$ cat config.mk
export PLATFORM = sky130hd
export DESIGN_NAME = cpu_mem_responder
export DESIGN_NICKNAME = d
export VERILOG_FILES = /design/src/rtl/cpu_mem_responder.sv
export SDC_FILE = /design/constraint.sdc
export NUM_CORES = 2
export LEC_CHECK = 0
export CORE_MARGIN = 2
export CORE_UTILIZATION = 45
export DETAILED_ROUTE_END_ITERATION = 7
export GPL_ROUTABILITY_DRIVEN = 0
export PLACE_DENSITY_LB_ADDON = 0.3
export SKIP_LAST_GASP = 1
export SLEW_MARGIN = 20
export SYNTH_ARGS = -nofsm -noshare
export SYNTH_HDL_FRONTEND = slang
export SYNTH_SLANG_ARGS = --single-unit
$ cat constraint.sdc
create_clock -name CLK -period 4.61 [get_ports CLK]
set_clock_uncertainty 0.15 [all_clocks]
set_input_delay 0.922 -clock CLK [delete_from_list [all_inputs] [get_ports CLK]]
set_output_delay 0.922 -clock CLK [all_outputs]
set_load 0.01 [all_outputs]
$ cat src/rtl/cpu_mem_responder.sv
// Memory-side responder for the single-cycle CPU.
// Serves instruction fetch and data read/write, and sequences the CPU:
// stream a program into IMEM, pulse CPU reset for one cycle, run until
// NEXTPC==PC, then freeze the cycle counter and report DONE.
//
//  state     | meaning
//  ----------+---------------------------------------------------------
//  S_LOAD    | accepting loader words into IMEM; CPU held in reset
//  S_RELEASE | single cycle with CPU reset still high so PC loads 0
//  S_RUN     | CPU enabled; DMEM writable; CYCLES counting
//  S_HALTED  | CPU stopped (EN_L=1); CYCLES frozen; only RESET exits
module cpu_mem_responder #(
    parameter int IMEM_WORDS = 128,
    parameter int DMEM_DEPTH = 256,
    parameter int CYC_W      = 16
) (
    input  logic             CLK,
    input  logic             RESET,
    input  logic             LD_VALID,
    input  logic [15:0]      LD_DATA,
    input  logic             LD_LAST,
    output logic             LD_READY,
    input  logic [7:0]       PC,
    input  logic [7:0]       NEXTPC,
    output logic [15:0]      IIN,
    input  logic [7:0]       ADDR,
    input  logic [7:0]       WDATA,
    input  logic             MW,
    output logic [7:0]       DIN,
    output logic             CPU_RESET,
    output logic             EN_L,
    output logic             DONE,
    output logic             LD_ERR,
    output logic [CYC_W-1:0] CYCLES
);

    // Word index is PC[7:1], so IMEM addressing is 7 bits; count needs one
    // extra bit to represent a completely full IMEM.
    localparam int IA_W  = 7;
    localparam int CNT_W = IA_W + 1;

    typedef enum logic [1:0] {
        S_LOAD    = 2'd0,
        S_RELEASE = 2'd1,
        S_RUN     = 2'd2,
        S_HALTED  = 2'd3
    } state_t;

    state_t             state_q, state_d;
    logic [CNT_W-1:0]   count_q, count_d;
    logic               ld_err_q, ld_err_d;
    logic [CYC_W-1:0]   cycles_q, cycles_d;

    logic [15:0]        imem_q [IMEM_WORDS];
    logic [7:0]         dmem_q [DMEM_DEPTH];

    logic               ld_xfer;
    logic               dmem_we;
    logic [IA_W-1:0]    wptr;
    logic [IA_W-1:0]    iidx;

    // The write pointer always equals the number of words accepted so far.
    assign wptr    = count_q[IA_W-1:0];
    assign iidx    = PC[7:1];
    assign ld_xfer = (state_q == S_LOAD) && LD_VALID;
    assign dmem_we = (state_q == S_RUN) && MW;

    // Fetch returns zero for words beyond the loaded program length.
    assign IIN    = ({1'b0, iidx} < count_q) ? imem_q[iidx] : 16'h0000;
    assign DIN    = dmem_q[ADDR];
    assign LD_ERR = ld_err_q;
    assign CYCLES = cycles_q;

    // State, program length, error flag and cycle counter registers.
    always_ff @(posedge CLK) begin
        if (RESET) begin
            state_q  <= S_LOAD;
            count_q  <= '0;
            ld_err_q <= 1'b0;
            cycles_q <= '0;
        end else begin
            state_q  <= state_d;
            count_q  <= count_d;
            ld_err_q <= ld_err_d;
            cycles_q <= cycles_d;
        end
    end

    // Instruction memory write port, fed only by accepted loader words.
    always_ff @(posedge CLK) begin
        if (!RESET && ld_xfer) begin
            imem_q[wptr] <= LD_DATA;
        end
    end

    // Data memory write port, live only while the CPU runs.
    always_ff @(posedge CLK) begin
        if (!RESET && dmem_we) begin
            dmem_q[ADDR] <= WDATA;
        end
    end

    // Next-state logic and state-decoded CPU control outputs.
    always_comb begin
        state_d   = state_q;
        count_d   = count_q;
        ld_err_d  = ld_err_q;
        cycles_d  = cycles_q;
        LD_READY  = 1'b0;
        CPU_RESET = 1'b0;
        EN_L      = 1'b1;
        DONE      = 1'b0;
        case (state_q)
            S_LOAD: begin
                LD_READY  = 1'b1;
                CPU_RESET = 1'b1;
                if (LD_VALID) begin
                    count_d = count_q + 1'b1;
                    if (LD_LAST) begin
                        state_d = S_RELEASE;
                    end else if (count_q == CNT_W'(IMEM_WORDS - 1)) begin
                        state_d  = S_RELEASE;
                        ld_err_d = 1'b1;
                    end
                end
            end
            S_RELEASE: begin
                CPU_RESET = 1'b1;
                state_d   = S_RUN;
            end
            S_RUN: begin
                EN_L = 1'b0;
                if (cycles_q != '1) begin
                    cycles_d = cycles_q + 1'b1;
                end
                if (NEXTPC == PC) begin
                    state_d = S_HALTED;
                end
            end
            S_HALTED: begin
                DONE = 1'b1;
            end
            default: begin
                state_d = S_LOAD;
            end
        endcase
    end

endmodule
==> results by group <==
Run status
  • Outcome: finished with violations
  • Violations in the final reports: negative setup slack

Routing
  • DRC marker count from the first detailed-route iteration: 9890
  • Via count normalized by instance count: about 6.0
  • Antenna Nets Post-Route: 0
  • Detailed Routing Iterations Pass 1: 6
  • Remaining routing DRC violations: 0
  • Wire length reported by the detailed router: 405000 µm
  • Average routed wire per standard cell: 31.2 µm
  • Via count: 77800

Clock network
  • Clock sink total: 4123
  • Clock tree from TritonCTS: built
  • Root buffer cell: clkbuf_16
  • Clock latency of the later-clocked register in the worst-skew pair: around 980 ps
  • TritonCTS buffer count: 409
  • Buffers from clock root to sink, at most: 4
  • Level count of the clock H-tree: 5
  • Clock slew at reported path FFs: 60 ps
  • Hold_buf cts: 0

Critical path
  • Start of the worst register-to-register path: state_q[0]$_SDFFE_PP0P_
  • Cell count of the worst reg-to-reg path: 8
  • Crit path from: ADDR[0]
  • Required time of the critical path: 3540 ps
  • Sort of element at the end of the critical path: output pin
  • Maximum fanout encountered on the critical timing path: 10
  • Capture point of the worst path: DIN[5]
  • WP data arrival: 3700 ps
  • Endpoint of the worst register-to-register path: dmem_q[162][2]$_DFFE_PP_
  • Setup slack, reg-to-reg: 1070 ps
  • Critical Setup Path Class: primary input to output pin
  • Startpoint type of the worst setup path: primary input

STA
  • Setup WS post-layout: -159 ps
  • Setup repair after global routing missed its margin: yes
  • Final number of hold-violating endpoints: 0
  • Timing-limited maximum frequency: 0.210 GHz
  • Slew margin rel.: 27.4%
  • Worst-Margin Slew: 1090 ps
  • Final setup fails: 13
  • Ratio of final minimum period to clock period: 103%
  • Final Max Tran Viols: 0
  • Post-layout minimum cycle time: between 4000 and 5000 ps

Yosys
  • Count of different cell masters after synthesis: 61
  • Top cell type's share of synthesized area: 77.6%
  • Total of flip-flops plus latches after synthesis: 4123
  • Syn nets: roughly 6800
  • Most frequently used flop master after synthesis: edfxtp_1
  • Area contributors post-synth: edfxtp_1 78%, mux4_2 17%, nor2_1 1.1%
  • Most frequent cell after synthesis: edfxtp_1
  • Fraction of synthesis flops using an asynchronous set or reset pin: 0%
  • Cell area after technology mapping: 159000 µm²
  • Warning count from the yosys run: 0
  • Commonest cells post-synth: 4096 x edfxtp_1, 1226 x mux4_2, 450 x nor2_1
  • Post-Syn Area per Cell: ~23 µm²
  • Post-synth EDFFs: 4096
  • Syn Inst Count: 6761
  • Yosys top cell by area: edfxtp_1
  • Sequential element share of the synthesized area: ~80%

Placed design
  • Count of input and output buffers: 97
  • Inst Count DP: 12100
  • Post-Place Worst Slack: -1030 ps
  • HPWL after detailed placement: 250000 µm

Layout
  • Post-layout net count: 8105
  • Filler Cell Count: 25800
  • Area grow syn2layout: 19.5%
  • Ratio of cells with drive above 1 in the final layout: a little under two fifths
  • Final non-filler cell total: 13000

Global routing
  • Wire length of the first global-routing pass: a little under 600000 µm
  • Global-route congestion overflow total: 0
  • Number of antenna violations at the first check in global routing: 12
  • Maximum number of pins on one net before global-route repair: 136
  • Vias in the first global route: 78700
  • GRT Overall Usage: 22.6%

Die
  • Effective utilization at floorplan: between 40% and 50%
  • Top-Level Pins: 98
  • Area of the die: 357000 µm²
  • CORE AREA: ~350000 µm²
  • Die Span X: 598 µm
  • Die Ht: around 600 µm
  • Number of standard-cell rows in the floorplan: around 220

Worst hold path
  • Path category of the worst min-delay check: primary input to flop

Pwr
  • Design Power: around 79000 µW
  • Leakage Power: 0.0604 µW
  • Power density over cell area: 416 nW/µm²
  • Worst VDD drop: 0.403 mV

Run
  • Max-cap viol count: 0
critical path, stage by stage:
cell and delay [ps]:
buf_16 150, buf_4 180, buf_8 150, buf_12 150, mux4_2 550, mux4_2 550, a22oi_2 160, buf_4 170
and4_4 250, nand4_1 200, buf_2 220
per-stage QoR:
step	area (µm²)	TNS (ps)	hold WS, ps	util (%)
2_1_floorplan	159000	0	353	-
3_3_place_gp	173000	-16830	349	49.3
3_5_place_dp	173000	-16630	377	49.3
4_1_cts	189000	-1860	255	53.9
5_1_grt	189000	-1620	299	54.1
6_report	189000	-1280	317	54.1
sequential cells by signal (all words and copies together) (netlist names):
register,count
LD_ERR,1
imem_q,2048
state_q,2
count_q,8
dmem_q,2048
CYCLES,16
repair_timing:
item / 4_1_cts / 5_1_grt
pin swaps: 67 / 62
buffers inserted: 131 / 42
setup endpoints to repair: 24 / 24
gates cloned: 19 / 4
resized for setup: 375 / 119
kinds of logic (layout without fill, tap and decap cells):
logic type,count (synthesis),in the layout,synth area share [%]
flops,4123,4123,77.9
mux,1279,1279,17.8
simple gates,680,680,1.78
xor+xnor,29,29,0.160
compound gates,250,250,1.16
fa+ha+maj,13,13,0.103
buf+inv,387,1996,1.11
other cells,0,4,0
layer usage:
metal	routed length [µm]	up-vias	GRT usage, %	part of all wire (%)
met1	159000	41700	31.9	39
met3	35300	685	3.50	8.7
met2	197000	3838	36.3	48
li1	-	31600	-	-
met5	16	-	0	0.0039
met4	14800	2	7.60	3.7
cells in the final DEF (no fill, tap or decap), types with 75 or more instances in the layout:
| cell | count |
|---|---|
| mux4_2 | 1226 |
| clkinv_1 | 111 |
| buf_4 | 879 |
| nand2_1 | 86 |
| clkbuf_1 | 81 |
| buf_6 | 75 |
| edfxtp_1 | 4096 |
| buf_12 | 160 |
| clkbuf_16 | 417 |
| nor2_1 | 443 |
how the worst min path moves through the flow:
stage | slack [ps] | cells after the start | endpoint | from
after floorplan | 350 | 2 | LD_ERR$_SDFFE_PP0P_ | LD_ERR$_SDFFE_PP0P_
after global placement | 350 | 1 | CYCLES[12]$_SDFFE_PP0P_ | CYCLES[12]$_SDFFE_PP0P_
after detailed placement | 380 | 1 | CYCLES[12]$_SDFFE_PP0P_ | CYCLES[12]$_SDFFE_PP0P_
after CTS | 250 | 1 | imem_q[86][6]$_DFFE_PP_ | LD_DATA[6]
after global routing | 300 | 1 | imem_q[87][6]$_DFFE_PP_ | LD_DATA[6]
final | 320 | 1 | imem_q[86][6]$_DFFE_PP_ | LD_DATA[6]
final cells by class:
type	count	area, µm²	share of cell area [%]
Inverter	14	52.6	0.0277
Timing Repair Buffer	1240	12700	6.72
Tap cell	4599	5750	3.04
Sequential cell	4123	124000	65.2
Antenna cell	4	10.0	0.00528
Clock buffer	495	10700	5.62
Clock inverter	247	2310	1.22
Multi-Input combinational cell	2251	34400	18.2
power breakdown:
part | switching, µW | internal, µW
logic | 2830 | 2230
registers | 41.7 | 41300
clock network | 14100 | 18400
Note: power is estimated with default switching activity, not from simulation.
